### src/rtl/vadd_pkg.sv
// Shared constants and FSM encoding for the vadd dispatch controller and its lane helpers.
// Pure declarations; no timing or flow control.
package vadd_pkg;
  localparam int ADDR_W    = 48;
  localparam int DATA_W    = 64;
  localparam int LANE_W    = DATA_W;
  localparam int GUARD_CYC = 8;
  localparam int CNT_W     = 4;

  localparam logic [2:0] ST_IDLE = 3'd0;
  localparam logic [2:0] ST_ARM  = 3'd1;
  localparam logic [2:0] ST_KICK = 3'd2;
  localparam logic [2:0] ST_WAIT = 3'd3;
  localparam logic [2:0] ST_RED  = 3'd4;
  localparam logic [2:0] ST_DONE = 3'd5;

  typedef enum logic [2:0] {
    S_IDLE = ST_IDLE,
    S_ARM  = ST_ARM,
    S_KICK = ST_KICK,
    S_WAIT = ST_WAIT,
    S_RED  = ST_RED,
    S_DONE = ST_DONE
  } state_t;
endpackage

### src/rtl/vadd_dispatch_if.sv
// Job request, lane broadcast and lane result signals between the dispatcher and its environment.
// master is the dispatcher's view; slave is the host/lane-array view.
interface vadd_dispatch_if #(
  parameter int NUM_UNITS = 4,
  parameter int TMO_W     = 32
);
  import vadd_pkg::*;

  logic                        start;
  logic [ADDR_W-1:0]           mem_base1;
  logic [ADDR_W-1:0]           mem_base2;
  logic [ADDR_W-1:0]           mem_base3;
  logic [ADDR_W-1:0]           mem_last_offst;
  logic [TMO_W-1:0]            tmo_limit;
  logic                        u_idle;
  logic                        u_start;
  logic [ADDR_W-1:0]           u_base1;
  logic [ADDR_W-1:0]           u_base2;
  logic [ADDR_W-1:0]           u_base3;
  logic [ADDR_W-1:0]           u_last_offst;
  logic [NUM_UNITS*DATA_W-1:0] u_sum;
  logic [NUM_UNITS-1:0]        u_sum_vld;
  logic [NUM_UNITS-1:0]        u_sum_ovrflw;
  logic [NUM_UNITS-1:0]        u_res_ovrflw;
  logic                        busy;
  logic                        done;
  logic [DATA_W-1:0]           total;
  logic                        total_ovrflw;
  logic                        elem_ovrflw;
  logic                        timeout;

  modport master (
    input  start, mem_base1, mem_base2, mem_base3, mem_last_offst, tmo_limit,
    input  u_sum, u_sum_vld, u_sum_ovrflw, u_res_ovrflw,
    output u_idle, u_start, u_base1, u_base2, u_base3, u_last_offst,
    output busy, done, total, total_ovrflw, elem_ovrflw, timeout
  );

  modport slave (
    output start, mem_base1, mem_base2, mem_base3, mem_last_offst, tmo_limit,
    output u_sum, u_sum_vld, u_sum_ovrflw, u_res_ovrflw,
    input  u_idle, u_start, u_base1, u_base2, u_base3, u_last_offst,
    input  busy, done, total, total_ovrflw, elem_ovrflw, timeout
  );
endinterface

### src/rtl/vadd_lane_settle.sv
// Per-lane settle filter: captures sum/overflow once sum_vld has been high SETTLE enabled cycles in a row.
// Capture lands on the edge ending the SETTLE-th high cycle; a captured lane holds until clear.
module vadd_lane_settle
  import vadd_pkg::*;
#(
  parameter int SETTLE = 4
) (
  input  logic              clk,
  input  logic              reset,
  input  logic              clear,
  input  logic              enable,
  input  logic              sum_vld,
  input  logic [LANE_W-1:0] sum,
  input  logic              sum_ovrflw,
  output logic [LANE_W-1:0] cap_sum,
  output logic              cap_ovrflw,
  output logic              captured
);
  localparam logic [CNT_W-1:0] SETTLE_C  = CNT_W'(SETTLE);
  localparam logic [CNT_W-1:0] SETTLE_M1 = CNT_W'(SETTLE - 1);

  logic [CNT_W-1:0] cnt;

  always_ff @(posedge clk) begin
    if (reset || clear) begin
      cnt        <= '0;
      cap_sum    <= '0;
      cap_ovrflw <= 1'b0;
      captured   <= 1'b0;
    end else if (enable) begin
      if (!sum_vld)
        cnt <= '0;
      else if (cnt != SETTLE_C)
        cnt <= cnt + CNT_W'(1);
      // The edge that brings the count to SETTLE is the capture edge.
      if (sum_vld && (cnt == SETTLE_M1) && !captured) begin
        cap_sum    <= sum;
        cap_ovrflw <= sum_ovrflw;
        captured   <= 1'b1;
      end
    end
  end
endmodule

### src/rtl/vadd_dispatch.sv
// Sequences NUM_UNITS vadd lanes on one job and reduces their settled sums into a 64-bit total.
// start->u_start 2 cycles, last capture->done NUM_UNITS+1 cycles; start is dropped while busy.
module vadd_dispatch
  import vadd_pkg::*;
#(
  parameter int NUM_UNITS = 4,
  parameter int SETTLE    = 4,
  parameter int TMO_W     = 32
) (
  input logic            clk,
  input logic            reset,
  vadd_dispatch_if.master bus
);
  localparam int IDX_W = (NUM_UNITS > 1) ? $clog2(NUM_UNITS) : 1;
  localparam logic [IDX_W-1:0] LAST_IDX = IDX_W'(NUM_UNITS - 1);
  localparam logic [CNT_W-1:0] GUARD_LD = CNT_W'(GUARD_CYC);

  state_t             state_q, state_d;
  logic [CNT_W-1:0]   guard_q;
  logic [TMO_W-1:0]   wd_q;
  logic [IDX_W-1:0]   idx_q;
  logic [NUM_UNITS-1:0] captured;
  logic [NUM_UNITS-1:0] cap_ovf;
  logic [DATA_W-1:0]  cap_sum [NUM_UNITS];
  logic               all_done, wd_expire, lane_en, lane_clr;
  logic [DATA_W:0]    red_sum;

  assign all_done  = &captured;
  assign wd_expire = (bus.tmo_limit != '0) && (wd_q == bus.tmo_limit - TMO_W'(1));
  assign lane_en   = (state_q == S_WAIT) && (guard_q == '0);
  assign lane_clr  = (state_q == S_KICK);
  assign red_sum   = {1'b0, bus.total} + {1'b0, cap_sum[idx_q]};

  for (genvar i = 0; i < NUM_UNITS; i++) begin : g_lane
    vadd_lane_settle #(.SETTLE(SETTLE)) u_settle (
      .clk        (clk),
      .reset      (reset),
      .clear      (lane_clr),
      .enable     (lane_en),
      .sum_vld    (bus.u_sum_vld[i]),
      .sum        (bus.u_sum[i*DATA_W +: DATA_W]),
      .sum_ovrflw (bus.u_sum_ovrflw[i]),
      .cap_sum    (cap_sum[i]),
      .cap_ovrflw (cap_ovf[i]),
      .captured   (captured[i])
    );
  end

  always_ff @(posedge clk) begin
    if (reset) state_q <= S_IDLE;
    else       state_q <= state_d;
  end

  always_comb begin
    state_d = state_q;
    case (state_q)
      S_IDLE: if (bus.start) state_d = S_ARM;
      S_ARM:  state_d = S_KICK;
      S_KICK: state_d = S_WAIT;
      S_WAIT: if (all_done || wd_expire) state_d = S_RED;
      S_RED:  if (idx_q == LAST_IDX) state_d = S_DONE;
      S_DONE: state_d = S_IDLE;
      default: state_d = S_IDLE;
    endcase
  end

  // Lanes stay out of idle through DONE; returning to IDLE resets their datapaths.
  always_comb begin
    bus.u_idle  = (state_q == S_IDLE);
    bus.u_start = (state_q == S_KICK);
    bus.done    = (state_q == S_DONE);
    bus.busy    = !((state_q == S_IDLE) || (state_q == S_DONE));
  end

  always_ff @(posedge clk) begin
    if (reset) begin
      guard_q          <= '0;
      wd_q             <= '0;
      idx_q            <= '0;
      bus.u_base1      <= '0;
      bus.u_base2      <= '0;
      bus.u_base3      <= '0;
      bus.u_last_offst <= '0;
      bus.total        <= '0;
      bus.total_ovrflw <= 1'b0;
      bus.elem_ovrflw  <= 1'b0;
      bus.timeout      <= 1'b0;
    end else begin
      case (state_q)
        S_IDLE: if (bus.start) begin
          bus.u_base1      <= bus.mem_base1;
          bus.u_base2      <= bus.mem_base2;
          bus.u_base3      <= bus.mem_base3;
          bus.u_last_offst <= bus.mem_last_offst;
          bus.total        <= '0;
          bus.total_ovrflw <= 1'b0;
          bus.elem_ovrflw  <= 1'b0;
          bus.timeout      <= 1'b0;
          wd_q             <= '0;
        end
        S_ARM: wd_q <= wd_q + TMO_W'(1);
        S_KICK: begin
          wd_q    <= wd_q + TMO_W'(1);
          guard_q <= GUARD_LD;
          idx_q   <= '0;
        end
        S_WAIT: begin
          wd_q <= wd_q + TMO_W'(1);
          if (guard_q != '0) guard_q <= guard_q - CNT_W'(1);
          if (!all_done && wd_expire) bus.timeout <= 1'b1;
        end
        // Uncaptured lanes were cleared in KICK, so they add zero here.
        S_RED: begin
          bus.total        <= red_sum[DATA_W-1:0];
          bus.total_ovrflw <= bus.total_ovrflw | red_sum[DATA_W] | cap_ovf[idx_q];
          idx_q            <= idx_q + IDX_W'(1);
        end
        default: ;
      endcase
      if (state_q != S_IDLE)
        bus.elem_ovrflw <= bus.elem_ovrflw | (|bus.u_res_ovrflw);
    end
  end
endmodule
### src/flat_wrapper.sv
// flat-port wrapper written by rule: the top's interface ports become plain ports
module vadd_dispatch_flat import vadd_pkg::*;
#(
  parameter int NUM_UNITS = 4,
  parameter int SETTLE    = 4,
  parameter int TMO_W     = 32
)
  (clk, reset, bus_start, bus_mem_base1, bus_mem_base2, bus_mem_base3, bus_mem_last_offst, bus_tmo_limit, bus_u_sum, bus_u_sum_vld, bus_u_sum_ovrflw, bus_u_res_ovrflw, bus_u_idle, bus_u_start, bus_u_base1, bus_u_base2, bus_u_base3, bus_u_last_offst, bus_busy, bus_done, bus_total, bus_total_ovrflw, bus_elem_ovrflw, bus_timeout);
  vadd_dispatch_if #(.NUM_UNITS(NUM_UNITS), .TMO_W(TMO_W)) bus_i ();
  input logic clk;
  input logic reset;
  input wire logic [$bits(bus_i.start)-1:0] bus_start;
  input wire logic [$bits(bus_i.mem_base1)-1:0] bus_mem_base1;
  input wire logic [$bits(bus_i.mem_base2)-1:0] bus_mem_base2;
  input wire logic [$bits(bus_i.mem_base3)-1:0] bus_mem_base3;
  input wire logic [$bits(bus_i.mem_last_offst)-1:0] bus_mem_last_offst;
  input wire logic [$bits(bus_i.tmo_limit)-1:0] bus_tmo_limit;
  input wire logic [$bits(bus_i.u_sum)-1:0] bus_u_sum;
  input wire logic [$bits(bus_i.u_sum_vld)-1:0] bus_u_sum_vld;
  input wire logic [$bits(bus_i.u_sum_ovrflw)-1:0] bus_u_sum_ovrflw;
  input wire logic [$bits(bus_i.u_res_ovrflw)-1:0] bus_u_res_ovrflw;
  output wire logic [$bits(bus_i.u_idle)-1:0] bus_u_idle;
  output wire logic [$bits(bus_i.u_start)-1:0] bus_u_start;
  output wire logic [$bits(bus_i.u_base1)-1:0] bus_u_base1;
  output wire logic [$bits(bus_i.u_base2)-1:0] bus_u_base2;
  output wire logic [$bits(bus_i.u_base3)-1:0] bus_u_base3;
  output wire logic [$bits(bus_i.u_last_offst)-1:0] bus_u_last_offst;
  output wire logic [$bits(bus_i.busy)-1:0] bus_busy;
  output wire logic [$bits(bus_i.done)-1:0] bus_done;
  output wire logic [$bits(bus_i.total)-1:0] bus_total;
  output wire logic [$bits(bus_i.total_ovrflw)-1:0] bus_total_ovrflw;
  output wire logic [$bits(bus_i.elem_ovrflw)-1:0] bus_elem_ovrflw;
  output wire logic [$bits(bus_i.timeout)-1:0] bus_timeout;
  assign bus_i.start = bus_start;
  assign bus_i.mem_base1 = bus_mem_base1;
  assign bus_i.mem_base2 = bus_mem_base2;
  assign bus_i.mem_base3 = bus_mem_base3;
  assign bus_i.mem_last_offst = bus_mem_last_offst;
  assign bus_i.tmo_limit = bus_tmo_limit;
  assign bus_i.u_sum = bus_u_sum;
  assign bus_i.u_sum_vld = bus_u_sum_vld;
  assign bus_i.u_sum_ovrflw = bus_u_sum_ovrflw;
  assign bus_i.u_res_ovrflw = bus_u_res_ovrflw;
  assign bus_u_idle = bus_i.u_idle;
  assign bus_u_start = bus_i.u_start;
  assign bus_u_base1 = bus_i.u_base1;
  assign bus_u_base2 = bus_i.u_base2;
  assign bus_u_base3 = bus_i.u_base3;
  assign bus_u_last_offst = bus_i.u_last_offst;
  assign bus_busy = bus_i.busy;
  assign bus_done = bus_i.done;
  assign bus_total = bus_i.total;
  assign bus_total_ovrflw = bus_i.total_ovrflw;
  assign bus_elem_ovrflw = bus_i.elem_ovrflw;
  assign bus_timeout = bus_i.timeout;
  vadd_dispatch #(.NUM_UNITS(NUM_UNITS), .SETTLE(SETTLE), .TMO_W(TMO_W)) u_core (.clk(clk), .reset(reset), .bus(bus_i));
endmodule
### config.mk
export PLATFORM = sky130hd
export DESIGN_NAME = vadd_dispatch_flat
export DESIGN_NICKNAME = d
export VERILOG_FILES = /design/src/rtl/vadd_pkg.sv /design/src/rtl/vadd_dispatch_if.sv /design/src/rtl/vadd_lane_settle.sv /design/src/rtl/vadd_dispatch.sv /design/src/flat_wrapper.sv
export SDC_FILE = /design/constraint.sdc
export NUM_CORES = 1
export LEC_CHECK = 0
export CAP_MARGIN = 40
export CORE_AREA = 3 3 290 292
export DETAILED_ROUTE_END_ITERATION = 6
export DIE_AREA = 0 0 293 295
export HOLD_SLACK_MARGIN = 0.05
export MAX_ROUTING_LAYER = met4
export PLACE_DENSITY = 0.67
export SETUP_SLACK_MARGIN = 0.05
export SYNTH_ARGS = -nofsm -noshare
export SYNTH_HDL_FRONTEND = slang
export SYNTH_HIERARCHICAL = 1
export SYNTH_SLANG_ARGS = --single-unit
### constraint.sdc
create_clock -name clk -period 9.44 [get_ports clk]
set_input_delay 0.944 -clock clk [delete_from_list [all_inputs] [get_ports clk]]
set_output_delay 0.944 -clock clk [all_outputs]
set_load 0.01 [all_outputs]
Word level (Yosys, flattened, before mapping)
Cells that the tools add are included.

cells by class
  add/sub/neg operators = 9
  order comparisons = 2
  eq/ne operators = 24
  muxes and demuxes = 30
  bitwise logic cells = 4
  reduce and logical (&&, ||, !) cells = 50

operator list
  kind                                                   number
  two-way mux 64 bit                                     3
  binary-select mux 64 bit (select 2 bit)                1
  one-hot mux 64 bit (2 select lines)                    1
  adder 64 x 64 -> 65 bit                                1
  one-hot mux 32 bit (2 select lines)                    1
  two-way mux 4 bit                                      9
  adder 32 x 1 -> 32 bit, second input constant          1
  == test 32 bit                                         1
  two-way mux 32 bit                                     1
  nonzero test 32 bit                                    1
  subtractor 32 x 1 -> 32 bit, second input constant     1
  AND reduction 2 bit                                    13
  adder 4 x 1 -> 4 bit, second input constant            4
  == test 4 x 2 -> 1 bit, second input constant          4
  inequality test 4 x 3 -> 1 bit, second input constant  4
  one-hot mux 3 bit (5 select lines)                     1
  nonzero test 2 bit                                     7
  logical AND 1 bit                                      11
  inequality test 2 x 1 -> 1 bit, second input constant  5
  two-way mux 3 bit                                      3
  inequality test 2 bit, second input constant           4
  one-hot mux 4 bit (2 select lines)                     1
  == test 3 x 2 -> 1 bit, second input constant          2
  == test 3 bit, second input constant                   2
  other kinds (22)                                       37

word-level totals
  flip-flop bits (word level) = 580
  input port bits = 495
  output and inout bits = 263
  word-level logic and storage cells = 147

Longest topological paths before layout
  depth after elaboration = 8
  gate-level depth with buffers = 15

By module
Netlist, hierarchy kept.

by module, submodules not included
  module            instances  cells an instance  area an instance (um^2)
  vadd_dispatch     1          2209               17491.8
  vadd_lane_settle  4          331                2771.4

Worst setup path before layout
OpenSTA, ideal clock, no wires.

  path type = reg-to-reg
  from = reg u_core.idx_q[0]
  to = reg u_core.bus.total[60]
  library setup time = 127 ps
  data arrival time = 4397 ps
  data required time = 9313 ps
  setup slack = 4916 ps
  cell stages (with the launch flop) = 16
  buffers on the path = 4
  period minus slack after synthesis = 4524 ps
  path through = dfxtp_1 -> clkbuf_1 -> buf_1 -> buf_1 -> mux4_2 -> ha_1 -> clkbuf_1 -> nand4_1 -> nor4_1 -> and2_1 -> o211a_1 -> nor4_1 -> a211o_1 -> o21bai_1 -> a211oi_1 -> or3_1

between the ends
  longest elaborated chain between the ends = 6

RTL lines
  item                                                   line                    RTL
  start, declared                                        vadd_dispatch.sv:21     logic [IDX_W-1:0] idx_q;
  start signal, assigned                                 vadd_dispatch.sv:116    idx_q <= idx_q + IDX_W'(1);
  NOT 2 -> 3 bit (not written as such)                   vadd_dispatch.sv:32     assign red_sum = {1'b0, bus.total} + {1'b0, cap_sum[idx_q]};
  binary-select mux 64 bit (select 2 bit)                vadd_dispatch.sv:32
  two-way mux 64 bit (not written as such) (2 in a row)  vadd_dispatch.sv:32
  adder 64 x 64 -> 65 bit                                vadd_dispatch.sv:32
  one-hot mux 64 bit (2 select lines)                    vadd_dispatch.sv:89     case (state_q)
  end signal, assigned                                   vadd_dispatch.sv:114    bus.total <= red_sum[DATA_W-1:0];
  end, declared                                          vadd_dispatch_if.sv:36  output busy, done, total, total_ovrflw, elem_ovrflw, timeout

Every way passes these cells. The select of a mux whose other input is x is not followed.
A chain may end at the register's enable or synchronous reset.

Worst setup path in the final report
Same ends and word-level chain as after synthesis.

==> summary.txt <==
Run status
  – Status: complete, but fails checks
  – Failing checks: design-rule violations

Clock tree
  – Clk root buf: clkbuf_16
  – Clk slew on worst S/H paths: 0.06 ns
  – Post-CTS Setup Inserts: 0
  – Hold Buf Count CTS: 0
  – H-tree lvl count: 3
  – Longest Clk Path Bufs: 3
  – TritonCTS Buffers: 68
  – CTS tree: built
  – Post-CTS Resized: 0
  – Clk Latency, worst-skew pair: between 0.6 and 0.7 ns
  – Clock sinks: 580

STA
  – Peak Freq: 185 MHz
  – Max-slew violations: 0
  – Clock skew: ~0.021 ns
  – Hold_ws: 0.453 ns
  – Slew @ Worst Pin: 1.11 ns
  – Final sum of negative setup slack: 0 ns
  – Final min period: ~5.4 ns
  – Setup violators final: 0
  – Rel. slew slack: between 20% and 30%
  – Fin. Hold Viols: 0
  – Final period utilization: between 50% and 60%
  – RSZ-0062 raised after global routing: false

Power and ir drop
  – Total power draw: about 6.3 mW
  – Power Dens Cells: approximately 160 nW/um^2
  – P_leak: ~13 nW
  – Worst VDD drop: about 0.14 mV

Global route
  – Busiest grt layer: met2
  – Global-route wire length before repair: around 170000 um
  – Met2 Usage GRT: 45.0%
  – Initial antenna violation count: 10
  – Number of global-route vias before repair: approximately 27000
  – Met1 Usage GRT: roughly 30%
  – Met3 Usage GRT: under 10%
  – Gr ovfl total: 0
  – All-Layer GR Usage: 26.5%
  – Largest net degree at the start of global routing: a little over 200

Synthesis
  – Most numerous cell in the Yosys netlist: a21oi_1
  – EDFF count, synth: 0
  – Most frequent cells after synthesis: a21oi_1, dfxtp_1, nand2_1
  – Primary FF master, synth: dfxtp_1
  – Post-synthesis sequential area ratio: 40.6%
  – Cell area after technology mapping: ~29000 um^2
  – Number of library cell types mapped by synthesis: 88
  – Syn. warnings: 6
  – Synth area leader: dfxtp_1
  – Post-synth ARST share: 0%
  – Synth Instances: between 3000 and 4000
  – Top-area cell type share of the netlist area: roughly two fifths
  – Seq cells post-synth: 580
  – Synth top area cells: dfxtp_1, a21oi_1, nand2_1
  – Syn_nets: between 4000 and 5000
  – Avg Cell Area, Syn: a little over 8 um^2

Final layout
  – Fillers: about 7900
  – Final #Nets: approximately 4700
  – Fin area: roughly 39000 um^2
  – Layout cells sized above 1: about 6.7%
  – FF/Latch Area: 11600 um^2
  – Multi-input logic area: 15500 um^2
  – Final Non-Filler Cells: 5237
  – Syn-to-layout area delta: 36.1%

Route
  – Antenna Violating Nets Remaining: 0
  – Vias: just under 30000
  – Via-per-instance ratio: approximately 5.5
  – Total wire length: approximately 120000 um
  – Drt drc: 1
  – Initial DRC count: approximately 2600
  – First-pass iteration count of the detailed router: 7
  – DR WL/cell: around 22 um

Critical path
  – Critical setup path kind: register to register
  – CP Capture Type: register
  – Worst EP arrival: between 5 and 6 ns
  – Crit path buf inv count: 2
  – Max FO, Critical Path: 43
  – Crit path cell chain: buf_4 > mux4_2 > ha_1 > inv_1 > fa_1 > nor2b_1 > o2111ai_1 > a211oi_1 > o211a_1 > nor4_1 > a211o_1 > o21bai_1 > a211oi_1 > or3_1
  – Slowest CP cell: buf_4
  – Largest stage delay on the critical path: around 0.75 ns
  – Critical Path RT: 9.93 ns
  – Startpoint Class: register
  – Most common cell on crit path: a211oi_1
  – Largest delay share family, worst path: compound AO/OA/AOI/OAI gates

Hold path
  – Hold Path Class: register to register

Floorplan
  – Initial Util: 34.9%
  – Die span in y: between 200 and 300 um
  – Die W: approximately 290 um
  – Die area: 86400 um^2
  – CORE AREA: a little over 80000 um^2
  – Num ports: 758
  – Row count: about 110

Placed design
  – I/O Buffers: ~760
  – Hpwl dp: about 86000 um
  – Placed cell count: 5104
  – Area after DPL: approximately 37000 um^2
  – GP Congestion: 0.941

Run
  – Max cap viols: 0
-- kinds of logic after synthesis --
family | share of synthesized area [%]
XOR/XNOR | 2.88
AO/OA/AOI/OAI | 21.9
adder cells (fa/ha/maj) | 3.44
multiplexers | 5.65
buffers and inverters | 5.42
AND/OR/NAND/NOR | 20.1
flip-flops | 40.6
-- worst paths after layout --
check                                            from                             endpoint  slack (ns)  cells after the start
setup reg to reg         u_core/idx_q[0]$_SDFFE_PP0P_    u_core/bus.total[60]$_SDFFE_PP0P_        4.04                     14
setup / recovery         u_core/idx_q[0]$_SDFFE_PP0P_    u_core/bus.total[60]$_SDFFE_PP0P_        4.04                     14
hold reg to reg   u_core/bus.u_base3[26]$_SDFFE_PP0P_  u_core/bus.u_base3[26]$_SDFFE_PP0P_        0.45                      2
hold / removal    u_core/bus.u_base3[26]$_SDFFE_PP0P_  u_core/bus.u_base3[26]$_SDFFE_PP0P_        0.45                      2
-- per-stage QoR --
step	util (%)	setup slack, ns
floorplan	-	4.92
global placement	44.5	4.14
detailed placement	44.6	4.09
CTS	47.5	3.99
global route	47.5	3.60
finish	47.5	4.04
-- where the power goes --
part	switching [mW]	internal (mW)
sequential	0.0497	2.53
clock	1.13	1.63
combinational	0.501	0.423
-- metal layers --
metal	part of all wire, %	vias up
li1	-	13768
met1	39	13790
met2	49	1224
met3	8.4	199
met4	3.9	0
met5	0	-
-- sequential cells by signal, indices dropped and copies added (netlist names) --
name,cells
u_core/bus.total,64
u_core/idx_q,2
u_core/g_lane.u_settle/cnt,16
u_core/bus.elem_ovrflw,1
u_core/g_lane.u_settle/cap_sum,256
u_core/g_lane.u_settle/cap_ovrflw,4
u_core/bus.total_ovrflw,1
u_core/bus.timeout,1
u_core/guard_q,4
u_core/state_q,3
u_core/bus.u_last_offst,48
u_core/bus.u_base2,48
u_core/g_lane.u_settle/captured,4
u_core/wd_q,32
u_core/bus.u_base1,48
u_core/bus.u_base3,48
-- cells in the final DEF (no fill, tap or decap), types with 11 or more instances in the layout --
cell type	Yosys	final
a211oi_1	17	17
a21o_1	29	29
a21oi_1	615	615
a31oi_1	15	15
and3_1	21	21
buf_4	10	33
clkbuf_1	192	13
clkbuf_16	0	69
clkdlybuf4s50_1	0	756
clkinv_2	0	14
dfxtp_1	580	578
ha_1	77	77
inv_1	45	45
mux4_2	65	65
nand2_1	533	532
nand3_1	335	335
nand4_1	52	52
nor2_1	113	113
nor2b_1	12	12
nor3_1	32	31
o211ai_1	11	11
o21a_1	17	17
o21ai_0	316	316
o21ai_1	40	40
o21bai_1	16	16
or2_2	14	14
or3_1	17	17
xnor2_1	55	55
xor2_1	39	39
-- cell type report --
cell class                 instances  area share [%]
clock buffer                      91            4.88
tap                             1070            3.44
sequential                       580            29.9
timing repair buffer             795            20.4
clock inverter                    34            1.13
inverter                          45           0.434
antenna                            8          0.0515
multi-input combinational       2614            39.8
-- worst register-to-register path: cells and delay by family, from the launching register on --
kind,cells,cell delay [ns]
simple gates,3,0.66
compound gates,6,2.06
flops,1,0.68
fa+ha+maj,2,0.56
buf+inv,2,0.85
mux,1,0.47
(Power assumes the default switching activity.)
